### src/rtl/axi_pkg.sv
// Minimal AXI response encoding shared by the RAB configuration logic.
package axi_pkg;

  typedef logic [1:0] resp_t;

  localparam resp_t RESP_OKAY   = 2'b00;
  localparam resp_t RESP_EXOKAY = 2'b01;
  localparam resp_t RESP_SLVERR = 2'b10;
  localparam resp_t RESP_DECERR = 2'b11;

endpackage

### src/rtl/rab_cfg_pkg.sv
// Descriptor/response types, register offsets and sequencer state encodings
// for programming one RAB translation slice.
package rab_cfg_pkg;

  localparam int DESC_AW = 64;
  localparam int DESC_OW = 32;

  localparam logic [7:0] RAB_OFFS_FIRST = 8'h00;
  localparam logic [7:0] RAB_OFFS_LAST  = 8'h08;
  localparam logic [7:0] RAB_OFFS_BASE  = 8'h10;
  localparam logic [7:0] RAB_OFFS_FLAGS = 8'h18;

  localparam int RAB_FLAG_VALID = 0;
  localparam int RAB_FLAG_RD    = 1;
  localparam int RAB_FLAG_WR    = 2;

  typedef enum logic [1:0] {
    FLD_FIRST = 2'd0,
    FLD_LAST  = 2'd1,
    FLD_BASE  = 2'd2,
    FLD_FLAGS = 2'd3
  } rab_field_e;

  typedef enum logic [1:0] {
    ST_IDLE = 2'd0,
    ST_ADDR = 2'd1,
    ST_RESP = 2'd2,
    ST_DONE = 2'd3
  } rab_state_e;

  typedef struct packed {
    logic [DESC_OW-1:0] slice_offs;
    logic [DESC_AW-1:0] first;
    logic [DESC_AW-1:0] last;
    logic [DESC_AW-1:0] base;
    logic [2:0]         flags;
  } rab_slice_desc_t;

  typedef struct packed {
    logic           err;
    logic           timeout;
    axi_pkg::resp_t resp;
    logic [7:0]     n_writes;
  } rab_slice_rsp_t;

  function automatic int words_per_field(input int aw, input int dw);
    return (aw + dw - 1) / dw;
  endfunction

endpackage

### src/rtl/rab_slice_programmer_if.sv
// Write-only AXI4-Lite configuration bus between the slice programmer and rab_conf.
interface rab_slice_programmer_if
  import axi_pkg::*;
#(
  parameter int LITE_AW = 32,
  parameter int LITE_DW = 32
) ();

  logic [LITE_AW-1:0]   aw_addr;
  logic [2:0]           aw_prot;
  logic                 aw_valid;
  logic                 aw_ready;
  logic [LITE_DW-1:0]   w_data;
  logic [LITE_DW/8-1:0] w_strb;
  logic                 w_valid;
  logic                 w_ready;
  resp_t                b_resp;
  logic                 b_valid;
  logic                 b_ready;

  modport master (
    output aw_addr, aw_prot, aw_valid, w_data, w_strb, w_valid, b_ready,
    input  aw_ready, w_ready, b_resp, b_valid
  );

  modport slave (
    input  aw_addr, aw_prot, aw_valid, w_data, w_strb, w_valid, b_ready,
    output aw_ready, w_ready, b_resp, b_valid
  );

endinterface

### src/rtl/rab_slice_programmer.sv
// Programs one RAB slice (first/last/base split into LITE_DW words, then flags)
// over AXI4-Lite, one outstanding write at a time, with error and timeout abort.
module rab_slice_programmer
  import axi_pkg::*;
  import rab_cfg_pkg::*;
#(
  parameter int                 AXI_AW         = 64,
  parameter int                 LITE_AW        = 32,
  parameter int                 LITE_DW        = 32,
  parameter logic [LITE_AW-1:0] RAB_CFG_BASE   = LITE_AW'(32'hA800_0000),
  parameter int unsigned        TIMEOUT_CYCLES = 1024
) (
  input  logic                          clk_i,
  input  logic                          rst_i,
  input  logic                          desc_valid_i,
  output logic                          desc_ready_o,
  input  rab_slice_desc_t               desc_i,
  output logic                          rsp_valid_o,
  input  logic                          rsp_ready_i,
  output rab_slice_rsp_t                rsp_o,
  rab_slice_programmer_if.master        cfg,
  output logic                          busy_o
);

  localparam int          NW       = words_per_field(AXI_AW, LITE_DW);
  localparam int          FW       = NW * LITE_DW;
  localparam logic [7:0]  NW_M1    = 8'(NW - 1);
  localparam logic [31:0] TMO_LAST = 32'(TIMEOUT_CYCLES - 1);

  rab_state_e      state_q, state_d;
  rab_field_e      field_q, field_d;
  logic [7:0]      word_q, word_d;
  logic            aw_done_q, aw_done_d;
  logic            w_done_q, w_done_d;
  logic [31:0]     tmo_q, tmo_d;
  rab_slice_rsp_t  rsp_q, rsp_d;
  rab_slice_desc_t desc_q, desc_d;

  logic               aw_valid, w_valid, tmo_hit;
  logic [DESC_AW-1:0] fld_sel;
  logic [FW-1:0]      fld_ext;
  logic [LITE_DW-1:0] wdata;
  logic [7:0]         fld_offs;

  assign desc_ready_o = (state_q == ST_IDLE) && !rst_i;
  assign rsp_valid_o  = (state_q == ST_DONE);
  assign busy_o       = (state_q != ST_IDLE);
  assign rsp_o        = rsp_q;

  // Valids come straight from state flops, so they drop the moment reset hits.
  assign aw_valid     = (state_q == ST_ADDR) && !aw_done_q;
  assign w_valid      = (state_q == ST_ADDR) && !w_done_q;
  assign cfg.aw_valid = aw_valid;
  assign cfg.w_valid  = w_valid;
  assign cfg.b_ready  = (state_q == ST_RESP);
  assign cfg.aw_prot  = 3'b000;
  assign cfg.w_strb   = '1;
  assign cfg.w_data   = wdata;
  assign cfg.aw_addr  = RAB_CFG_BASE + LITE_AW'(desc_q.slice_offs) + LITE_AW'(fld_offs)
                      + LITE_AW'(word_q) * LITE_AW'(LITE_DW / 8);

  // Payload depends only on the held descriptor and the field/word counters,
  // which move on B, so it stays stable for the whole ADDR phase.
  always_comb begin
    fld_sel  = desc_q.first;
    fld_offs = RAB_OFFS_FIRST;
    case (field_q)
      FLD_LAST:  begin fld_sel = desc_q.last; fld_offs = RAB_OFFS_LAST;  end
      FLD_BASE:  begin fld_sel = desc_q.base; fld_offs = RAB_OFFS_BASE;  end
      FLD_FLAGS: begin fld_sel = '0;          fld_offs = RAB_OFFS_FLAGS; end
      default:   begin fld_sel = desc_q.first; fld_offs = RAB_OFFS_FIRST; end
    endcase
    fld_ext             = '0;
    fld_ext[AXI_AW-1:0] = fld_sel[AXI_AW-1:0];
    wdata               = fld_ext[int'(word_q) * LITE_DW +: LITE_DW];
    if (field_q == FLD_FLAGS) wdata = LITE_DW'(desc_q.flags);
  end

  always_comb begin
    state_d   = state_q;
    field_d   = field_q;
    word_d    = word_q;
    aw_done_d = aw_done_q;
    w_done_d  = w_done_q;
    tmo_d     = tmo_q;
    rsp_d     = rsp_q;
    desc_d    = desc_q;
    tmo_hit   = (TIMEOUT_CYCLES != 0) && (tmo_q == TMO_LAST);

    unique case (state_q)
      ST_IDLE: begin
        if (desc_valid_i && desc_ready_o) begin
          desc_d    = desc_i;
          field_d   = FLD_FIRST;
          word_d    = '0;
          aw_done_d = 1'b0;
          w_done_d  = 1'b0;
          tmo_d     = '0;
          rsp_d     = '0;
          state_d   = ST_ADDR;
        end
      end
      ST_ADDR: begin
        tmo_d     = tmo_q + 32'd1;
        aw_done_d = aw_done_q | (aw_valid & cfg.aw_ready);
        w_done_d  = w_done_q  | (w_valid  & cfg.w_ready);
        if (aw_done_d && w_done_d) begin
          aw_done_d = 1'b0;
          w_done_d  = 1'b0;
          tmo_d     = '0;
          state_d   = ST_RESP;
        end else if (tmo_hit) begin
          rsp_d.err     = 1'b1;
          rsp_d.timeout = 1'b1;
          state_d       = ST_DONE;
        end
      end
      ST_RESP: begin
        tmo_d = tmo_q + 32'd1;
        if (cfg.b_valid) begin
          tmo_d = '0;
          if (cfg.b_resp[1]) begin
            // SLVERR/DECERR: abandon the rest so the flags never enable a half-written slice.
            rsp_d.err  = 1'b1;
            rsp_d.resp = cfg.b_resp;
            state_d    = ST_DONE;
          end else begin
            rsp_d.n_writes = rsp_q.n_writes + 8'd1;
            if (field_q == FLD_FLAGS) begin
              state_d = ST_DONE;
            end else begin
              state_d = ST_ADDR;
              if (word_q == NW_M1) begin
                word_d  = '0;
                field_d = rab_field_e'(field_q + 2'd1);
              end else begin
                word_d  = word_q + 8'd1;
              end
            end
          end
        end else if (tmo_hit) begin
          rsp_d.err     = 1'b1;
          rsp_d.timeout = 1'b1;
          state_d       = ST_DONE;
        end
      end
      ST_DONE: begin
        if (rsp_ready_i) state_d = ST_IDLE;
      end
    endcase
  end

  always_ff @(posedge clk_i or posedge rst_i) begin
    if (rst_i) begin
      state_q   <= ST_IDLE;
      field_q   <= FLD_FIRST;
      word_q    <= '0;
      aw_done_q <= 1'b0;
      w_done_q  <= 1'b0;
      tmo_q     <= '0;
      rsp_q     <= '0;
    end else begin
      state_q   <= state_d;
      field_q   <= field_d;
      word_q    <= word_d;
      aw_done_q <= aw_done_d;
      w_done_q  <= w_done_d;
      tmo_q     <= tmo_d;
      rsp_q     <= rsp_d;
    end
  end

  always_ff @(posedge clk_i) begin
    desc_q <= desc_d;
  end

endmodule

### src/flat_wrapper.sv
// flat-port wrapper written by rule: the top's interface ports become plain ports
module rab_slice_programmer_flat import axi_pkg::*; import rab_cfg_pkg::*;
#(
  parameter int                 AXI_AW         = 64,
  parameter int                 LITE_AW        = 32,
  parameter int                 LITE_DW        = 32,
  parameter logic [LITE_AW-1:0] RAB_CFG_BASE   = LITE_AW'(32'hA800_0000),
  parameter int unsigned        TIMEOUT_CYCLES = 1024
)
  (clk_i, rst_i, desc_valid_i, desc_ready_o, desc_i, rsp_valid_o, rsp_ready_i, rsp_o, busy_o, cfg_aw_addr, cfg_aw_prot, cfg_aw_valid, cfg_w_data, cfg_w_strb, cfg_w_valid, cfg_b_ready, cfg_aw_ready, cfg_w_ready, cfg_b_resp, cfg_b_valid);
  rab_slice_programmer_if #(.LITE_AW(LITE_AW), .LITE_DW(LITE_DW)) cfg_i ();
  input  logic clk_i;
  input  logic rst_i;
  input  logic desc_valid_i;
  output logic desc_ready_o;
  input  rab_slice_desc_t desc_i;
  output logic rsp_valid_o;
  input  logic rsp_ready_i;
  output rab_slice_rsp_t rsp_o;
  output logic busy_o;
  output wire logic [$bits(cfg_i.aw_addr)-1:0] cfg_aw_addr;
  output wire logic [$bits(cfg_i.aw_prot)-1:0] cfg_aw_prot;
  output wire logic [$bits(cfg_i.aw_valid)-1:0] cfg_aw_valid;
  output wire logic [$bits(cfg_i.w_data)-1:0] cfg_w_data;
  output wire logic [$bits(cfg_i.w_strb)-1:0] cfg_w_strb;
  output wire logic [$bits(cfg_i.w_valid)-1:0] cfg_w_valid;
  output wire logic [$bits(cfg_i.b_ready)-1:0] cfg_b_ready;
  input wire logic [$bits(cfg_i.aw_ready)-1:0] cfg_aw_ready;
  input wire logic [$bits(cfg_i.w_ready)-1:0] cfg_w_ready;
  input wire logic [$bits(cfg_i.b_resp)-1:0] cfg_b_resp;
  input wire logic [$bits(cfg_i.b_valid)-1:0] cfg_b_valid;
  assign cfg_aw_addr = cfg_i.aw_addr;
  assign cfg_aw_prot = cfg_i.aw_prot;
  assign cfg_aw_valid = cfg_i.aw_valid;
  assign cfg_w_data = cfg_i.w_data;
  assign cfg_w_strb = cfg_i.w_strb;
  assign cfg_w_valid = cfg_i.w_valid;
  assign cfg_b_ready = cfg_i.b_ready;
  assign cfg_i.aw_ready = cfg_aw_ready;
  assign cfg_i.w_ready = cfg_w_ready;
  assign cfg_i.b_resp = cfg_b_resp;
  assign cfg_i.b_valid = cfg_b_valid;
  rab_slice_programmer #(.AXI_AW(AXI_AW), .LITE_AW(LITE_AW), .LITE_DW(LITE_DW), .RAB_CFG_BASE(RAB_CFG_BASE), .TIMEOUT_CYCLES(TIMEOUT_CYCLES)) u_core (.clk_i(clk_i), .rst_i(rst_i), .desc_valid_i(desc_valid_i), .desc_ready_o(desc_ready_o), .desc_i(desc_i), .rsp_valid_o(rsp_valid_o), .rsp_ready_i(rsp_ready_i), .rsp_o(rsp_o), .cfg(cfg_i), .busy_o(busy_o));
endmodule
### config.mk
export PLATFORM = sky130hd
export DESIGN_NAME = rab_slice_programmer_flat
export DESIGN_NICKNAME = d
export VERILOG_FILES = /design/src/rtl/axi_pkg.sv /design/src/rtl/rab_cfg_pkg.sv /design/src/rtl/rab_slice_programmer_if.sv /design/src/rtl/rab_slice_programmer.sv /design/src/flat_wrapper.sv
export SDC_FILE = /design/constraint.sdc
export NUM_CORES = 1
export LEC_CHECK = 0
export CAP_MARGIN = 10
export CORE_ASPECT_RATIO = 1.5
export CORE_MARGIN = 5
export CORE_UTILIZATION = 30
export CTS_CLUSTER_DIAMETER = 30
export CTS_CLUSTER_SIZE = 14
export DETAILED_ROUTE_END_ITERATION = 16
export DONT_BUFFER_PORTS = 1
export GPL_ROUTABILITY_DRIVEN = 1
export GPL_TIMING_DRIVEN = 0
export PLACE_DENSITY = 0.44
export REMOVE_ABC_BUFFERS = 1
export SETUP_SLACK_MARGIN = 0.3
export SYNTH_ARGS = -nofsm -noshare
export SYNTH_HDL_FRONTEND = slang
export SYNTH_SLANG_ARGS = --single-unit
### constraint.sdc
create_clock -name clk_i -period 33.1 [get_ports clk_i]
set_input_delay 6.62 -clock clk_i [delete_from_list [all_inputs] [get_ports clk_i]]
set_output_delay 6.62 -clock clk_i [all_outputs]
set_load 0.05 [all_outputs]
# Yosys cells after proc, flatten, opt, wreduce, memory -nomap -nowiden
# Cells that the tools add are included.
# Widths: inputs -> output; s select.
dict set report totals {
  output_inout_bits 89
  in_bits 236
  regBits 285
  word_cells 111
}
dict set report classes {
  reduce_logical 23
  shifts 1
  bitwise 4
  addsub 7
  n_eq_ne 18
  mux 43
}
# op count
set ops {}
lappend ops {{$pmux 64 s3} 1}
lappend ops {{$mux 32} 4}
lappend ops {{$pmux 32 s3} 1}
lappend ops {{$shiftx 64x14->32} 1}
lappend ops {{$mux 8} 6}
lappend ops {{$add 32x1->32 const B} 1}
lappend ops {{$add 32x10->32} 1}
lappend ops {{$add 32x32->32 const A} 1}
lappend ops {{$add 32x5->32} 1}
lappend ops {{$eq 32x10->1 const B} 1}
lappend ops {{$mux 2} 15}
lappend ops {{$pmux 10 s2} 1}
lappend ops {{$add 8x1->8 const B} 2}
lappend ops {{$pmux 8 s2} 1}
lappend ops {{$reduce_and 4->1} 4}
lappend ops {{$pmux 5 s3} 1}
lappend ops {{$mux 12} 1}
lappend ops {{$mux 10} 1}
lappend ops {{$ne 2x2->1 const B} 5}
lappend ops {{$eq 2x2->1 const B} 4}
lappend ops {{$eq 8x1->1 const B} 1}
lappend ops {{$ne 2x1->1 const B} 4}
lappend ops {{$pmux 2 s4} 1}
lappend ops {{$reduce_and 2->1} 4}
lappend ops {{16 further kinds} 33}

# Depth between registers and ports, before layout
# Gate-level depths: netlist of run 1.
dict set report logic_depth {
  word_depth 7
  ltp_mapped 14
  mapped_depth_nobuf 11
}

# Least setup slack after synthesis of run 1
# Ideal clock, no wire load.
dict set report synth_timing {
  path_type {input to register}
  startpoint {in rst_i}
  endpoint {reg u_core.w_done_q}
  n_path_buf 1
  setup_slack_ns 15.601
  setup_time_ns 0.128
  cell_stages 5
  required_time_ns 32.972
  arrival_ns 17.371
  cell_sequence {nand2b_4 > buf_6 > nor2_1 > a21oi_1 > o22a_1}
}
dict set report synth_between {
  elab_chain_cells 5
}
# item line_no
set synth_lines {}
lappend synth_lines {{start, declared} flat_wrapper.sv:13} ;# input logic rst_i;
lappend synth_lines {{$logic_not 1->1} rab_slice_programmer.sv:45} ;# assign desc_ready_o = (state_q == ST_IDLE) && !rst_i;
lappend synth_lines {{$logic_and 1x1->1} rab_slice_programmer.sv:45}
lappend synth_lines {{$logic_and 1x1->1} rab_slice_programmer.sv:92} ;# if (desc_valid_i && desc_ready_o) begin
lappend synth_lines {{$ne 2x2->1 (no source line)} --}
lappend synth_lines {{$reduce_and 2->1 (no source line)} --}
lappend synth_lines {{end signal, assigned} rab_slice_programmer.sv:167} ;# w_done_q <= w_done_d;
lappend synth_lines {{end, declared} rab_slice_programmer.sv:34} ;# logic w_done_q, w_done_d;
# No other way between the ends.
# A chain may end at the register's enable or synchronous reset.

# Worst setup path after layout of run 1
dict set report layout_timing {
  startpoint {in rst_i}
  endpoint {out desc_ready_o}
}
dict set report layout_between {
  elab_chain_cells 2
}
# item line_no
set layout_lines {}
lappend layout_lines {{$logic_not 1->1} rab_slice_programmer.sv:45}
lappend layout_lines {{$logic_and 1x1->1} rab_slice_programmer.sv:45}
lappend layout_lines {{end, declared} flat_wrapper.sv:15} ;# output logic desc_ready_o;
# No other way between the ends.

==> results of run 1 <==
stage by stage:
step	instance area [um2]	std cells
after floorplan	12500	907
after global placement	13200	1471
after detailed placement	13700	1484
after CTS	16000	1599
after global routing	16000	1601
final	16000	1602
area by class of cell:
cell class              count  share of cell area
well taps                 564              0.0442
clock inverters            47              0.0427
clock buffers              68              0.0973
flip-flops and latches    285               0.518
inverters                  19             0.00447
repair buffers             13              0.0181
multi-input cells         603               0.274
diodes                      3            0.000470
cell usage in the layout (no fill, tap or decap), types with 6 or more instances in the layout:
| master | count |
|---|---|
| and3_1 | 14 |
| clkinv_2 | 10 |
| dfrtp_1 | 57 |
| a221oi_1 | 33 |
| and4_1 | 7 |
| nand2_1 | 42 |
| xnor2_1 | 16 |
| edfxtp_1 | 227 |
| o211ai_1 | 10 |
| o31ai_1 | 7 |
| buf_12 | 7 |
| a211oi_2 | 31 |
| clkinvlp_4 | 9 |
| a22oi_1 | 33 |
| nor3_1 | 13 |
| nor2_1 | 72 |
| a21oi_1 | 54 |
| nand3_1 | 19 |
| clkbuf_1 | 7 |
| nand4_1 | 21 |
| ha_1 | 27 |
| mux2i_1 | 31 |
| a211oi_1 | 7 |
| o21ai_0 | 22 |
| nand2b_1 | 7 |
| conb_1 | 7 |
| xor2_1 | 29 |
| bufinv_16 | 15 |
| or4_1 | 6 |
| a31oi_1 | 8 |
| inv_1 | 18 |
| o21ai_1 | 10 |
| clkbuf_16 | 61 |
kinds of logic after synthesis:
group	Yosys count	synth area share
simple gates	236	0.0959
buf+inv	77	0.0273
flops	285	0.647
xor+xnor	45	0.0309
fa+ha+maj	33	0.0341
mux	35	0.0278
other cells	2	0.000588
compound gates	247	0.136
flip-flops by register name (all words and copies together), names as in the netlist:
name / flops
u_core.w_done_q: 1
u_core.desc_q: 227
u_core.field_q: 2
u_core.word_q: 8
u_core.tmo_q: 32
u_core.state_q: 2
u_core.rsp_o: 12
u_core.aw_done_q: 1
worst max path at each step:
stage	start	to	slack (ns)	cells past startpoint
final	rst_i	desc_ready_o	19.20	1
after global routing	rst_i	desc_ready_o	19.18	1
after CTS	rst_i	desc_ready_o	19.20	1
after detailed placement	rst_i	desc_ready_o	19.20	1
after global placement	rst_i	u_core.w_done_q	11.10	4
after floorplan	rst_i	u_core.w_done_q	15.71	4
metal layers:
layer / track usage / wire length, um / vias up
met5: 0 / 60 / -
met3: 0.0600 / 3040 / 64
met1: 0.150 / 12100 / 3949
met4: 0.0486 / 715 / 10
met2: 0.249 / 17900 / 287
li1: - / - / 3798
power breakdown:
group          internal [uW]  switching (uW)
registers                437            27.5
clock network            454             197
logic                   91.5             280
worst register-to-register path: cells and delay by family, from the launching register on:
| family | cells | cell delay (ns) |
|---|---|---|
| buf+inv | 2 | 0.55 |
| simple gates | 2 | 1.28 |
| flops | 1 | 0.42 |
| compound gates | 2 | 0.57 |
| fa+ha+maj | 1 | 0.44 |
==> flow_summary.json, run 1 <==
{
  "outcome": "finished, final reports clean",
  "leakage_uw": 0.00562,
  "crit_path_max_incr_delay_ns": 0.66,
  "cts_tree": "yes",
  "seq_area_um2": 8270,
  "numPortBuffers": 0,
  "fmax_mhz": 71.9,
  "grt_pass1_wl_um": 51500,
  "postCtsSetupRepairBufs": 0,
  "whs_path_depth": 1,
  "clkTransAtPathRegs_ns": 0.05,
  "ys_types": 71,
  "via_per_inst": 5.06,
  "end_kind": "output port",
  "min_to": "u_core.tmo_q[6]",
  "async_flop_share": 0.204,
  "synthesis.area_um2": 12800,
  "clock-sinks": 285,
  "ff2ff_path_depth": 7,
  "worst_pin_slew_ns": 1.32,
  "num_rows": 92,
  "routed_wl_um": 33800,
  "synth_largest_area_cell": "edfxtp_1",
  "initial_utilization": 0.303,
  "fillCellCount": 4022,
  "clk_latency_ns": 0.59,
  "r2r_start": "u_core.state_q[0]",
  "vdd_drop_max_mv": 0.0774,
  "path_delay_family": "simple AND/OR/NAND/NOR gates",
  "core_area_um2": 42100,
  "multiInputGateArea_um2": 4380,
  "final.setup.worst_slack_ns": 19.20,
  "antenna_found_initial": 8,
  "hold_buffers": 0,
  "yosys_warnings": 0,
  "die_y_um": 263,
  "fin_skew_ns": 0.0173,
  "routedWlPerCell_um": 21.1,
  "ios": 325,
  "yosysMostFrequentCell": "edfxtp_1",
  "setup_tns_ns": 0,
  "hold_violations": 0,
  "post-place-ws_ns": 19.20,
  "report.final.slew_viol_count": 0,
  "setup_viol": 0,
  "cts_buffer_depth": 3,
  "die_w_um": 178,
  "slew_headroom": 0.117,
  "grtUsageTotal": 0.142,
  "cp_max_fo": 3,
  "yosysSeqAreaShare": 0.647,
  "route.detailed.drc": 0,
  "final_util": 0.379,
  "synth-edff-count": 227,
  "fin_crit_ns": 13.90,
  "grt_max_degree": 66,
  "hpwl_um": 23400,
  "drive_gt1_frac": 0.168,
  "hold_ws_ns": 0.484,
  "cp_cell_sequence": "nor2_1",
  "postSynthAreaPerCell_um2": 13.3,
  "ys_top_cells_by_area": "edfxtp_1, dfrtp_1, ha_1",
  "crit_buf_inv": 0,
  "hp-class": "reg -> reg",
  "crit_path_start_kind": "input pin",
  "htree_levels": 2,
  "ys_ff_latch": 285,
  "vias": 8108,
  "gp_congestion": 0.711,
  "rsz0062_at_grt": "false",
  "slowest_stage": "nor2_1",
  "drtAntennaViolNets": 0,
  "cap_violations": 0,
  "synth_top_cell_area_share": 0.534,
  "crit_required_ns": 26.48,
  "area_growth_pct": 24.9,
  "critPathArrivalTime_ns": 7.28,
  "post-route-period-util": 0.420,
  "syn_inst": 960,
  "drtIter0Drc": 392,
  "nets": 1252,
  "drtPass1Iterations": 4,
  "grt_pass1_vias": 8563,
  "ys.flop_type": "edfxtp_1",
  "holdCritStartpoint": "u_core.tmo_q[6]",
  "cts-root-buf": "clkbuf_16",
  "fin_total_pwr_uw": 1490,
  "cts_resized": 0,
  "grt_overflow": 0,
  "r2r-end": "u_core.word_q[4]",
  "netlist_top_cells_count": "edfxtp_1, nor2_1, dfrtp_1, a21oi_1, nand2_1",
  "power.density_nw_per_um2": 93.2,
  "rrSetupSlack_ns": 29.76,
  "dieArea_um2": 46900,
  "crit_type": "in -> out",
  "cts-buffers-inserted": 61
}
Note: power is estimated with default switching activity, not from simulation.
==> run 2, diff against run 1 <==
PLACE_DENSITY = 0.45   (was 0.44)
clock period = 12 ns   (was 33.1 ns; I/O delays follow)
==> flow_summary.json, run 2 (synthesized netlist as in run 1, its figures left out) <==
{
  "drtAntennaViolNets": 0,
  "report.final.slew_viol_count": 0,
  "grt_max_degree": 66,
  "cts_tree": "yes",
  "hp-class": "reg -> reg",
  "fin_crit_ns": 7.82,
  "final.setup.worst_slack_ns": 4.18,
  "clkTransAtPathRegs_ns": 0.05,
  "end_kind": "output port",
  "die_y_um": 263,
  "fillCellCount": 4053,
  "hpwl_um": 23200,
  "grtUsageTotal": 0.139,
  "fmax_mhz": 128,
  "crit_end": "cfg_aw_addr[24]",
  "htree_levels": 2,
  "nets": 1249,
  "vdd_drop_max_mv": 0.162,
  "rrSetupSlack_ns": 8.70,
  "r2r-end": "u_core.word_q[4]",
  "worst_pin_slew_ns": 1.25,
  "vias": 8164,
  "leakage_uw": 0.00549,
  "grt_overflow": 0,
  "grt_pass1_wl_um": 50600,
  "routedWlPerCell_um": 21.0,
  "drive_gt1_frac": 0.159,
  "post-place-ws_ns": 4.63,
  "postCtsSetupRepairBufs": 0,
  "final_common_cell": "edfxtp_1",
  "crit_path_start_kind": "register",
  "cts_resized": 0,
  "cts-buffers-inserted": 57,
  "critPathArrivalTime_ns": 5.42,
  "crit_required_ns": 9.60,
  "drtPass1Iterations": 4,
  "hold_violations": 0,
  "routed_wl_um": 33500,
  "final_cell_mix": "edfxtp_1, nor2_1, clkbuf_16",
  "drtIter0Drc": 367,
  "fin_skew_ns": 0.0290,
  "crit_type": "reg -> out",
  "post-route-period-util": 0.651,
  "initial_utilization": 0.303,
  "setup_tns_ns": 0,
  "outcome": "finished, final reports clean",
  "rsz0062_at_grt": "false",
  "clk_latency_ns": 0.59,
  "via_per_inst": 5.11,
  "ff2ff_path_depth": 7,
  "r2r_start": "u_core.state_q[0]",
  "ios": 325,
  "clock-sinks": 285,
  "power.density_nw_per_um2": 247,
  "critical_path.startpoint": "u_core.field_q[0]",
  "route.detailed.drc": 0,
  "gp_congestion": 0.708,
  "cap_violations": 0,
  "area_growth_pct": 22.7,
  "numPortBuffers": 0,
  "num_rows": 92,
  "cts-root-buf": "clkbuf_16",
  "die_w_um": 178,
  "slew_headroom": 0.162,
  "grt_pass1_vias": 8511,
  "cts_buffer_depth": 3,
  "core_area_um2": 42100,
  "largest_reg_flops": 227,
  "setup_viol": 0,
  "largest_register": "u_core.desc_q",
  "hold_buffers": 0,
  "antenna_found_initial": 12,
  "cp_max_fo": 33,
  "dieArea_um2": 46900
}
run 2: how the worst min path moves through the flow:
stage / start / end / slack (ns) / depth (start not counted)
6_report: u_core.tmo_q[6] / u_core.tmo_q[6] / 0.49 / 1
3_5_place_dp: u_core.tmo_q[6] / u_core.tmo_q[6] / 0.48 / 1
3_3_place_gp: u_core.tmo_q[6] / u_core.tmo_q[6] / 0.47 / 1
2_1_floorplan: u_core.tmo_q[6] / u_core.tmo_q[6] / 0.44 / 1
5_1_grt: u_core.tmo_q[6] / u_core.tmo_q[6] / 0.54 / 1
4_1_cts: u_core.tmo_q[6] / u_core.tmo_q[6] / 0.49 / 1
run 2: layout make-up:
cell class	count	area, um2	share of cell area
flip-flops and latches	285	8270	0.528
multi-input cells	603	4380	0.279
clock buffers	73	1580	0.101
well taps	564	706	0.0450
clock inverters	34	372	0.0237
repair buffers	14	282	0.0180
inverters	19	71.3	0.00455
diodes	5	12.5	0.000798
run 2: layer usage:
layer	track usage	share of wire	wire (um)
met5	0	0.0022	74
met4	0.0525	0.029	959
met3	0.0617	0.095	3190
met2	0.246	0.53	17700
met1	0.143	0.35	11600
run 2: stage by stage:
stage / instance area [um2] / std cells / power, uW / hold slack, ns / util
final: 15700 / 1597 / 3870 / 0.490 / 0.372
after global routing: 15700 / 1597 / 4050 / 0.536 / 0.372
after CTS: 15600 / 1591 / 3920 / 0.489 / 0.371
after detailed placement: 13700 / 1484 / 2340 / 0.476 / 0.325
after global placement: 13200 / 1471 / 2340 / 0.473 / 0.314
after floorplan: 12500 / 907 / 2110 / 0.441 / -
run 2: worst max-delay path: stages (launching register included):
cell,delay (ns)
dfrtp_1,0.46
inv_1,0.23
ha_4,0.52
buf_12,0.30
nor2_1,0.11
fa_1,0.50
ha_1,0.31
a21o_1,0.15
nand3_1,0.14
a211oi_1,0.84
o21ai_0,0.24
xnor2_1,1.01
run 2: power by group:
group | switching, uW | internal (uW) | total, uW
Sequential | 77.1 | 1200 | 1280
Clock | 537 | 1020 | 1560
Combinational | 769 | 256 | 1030
Total | 1380 | 2480 | 3870
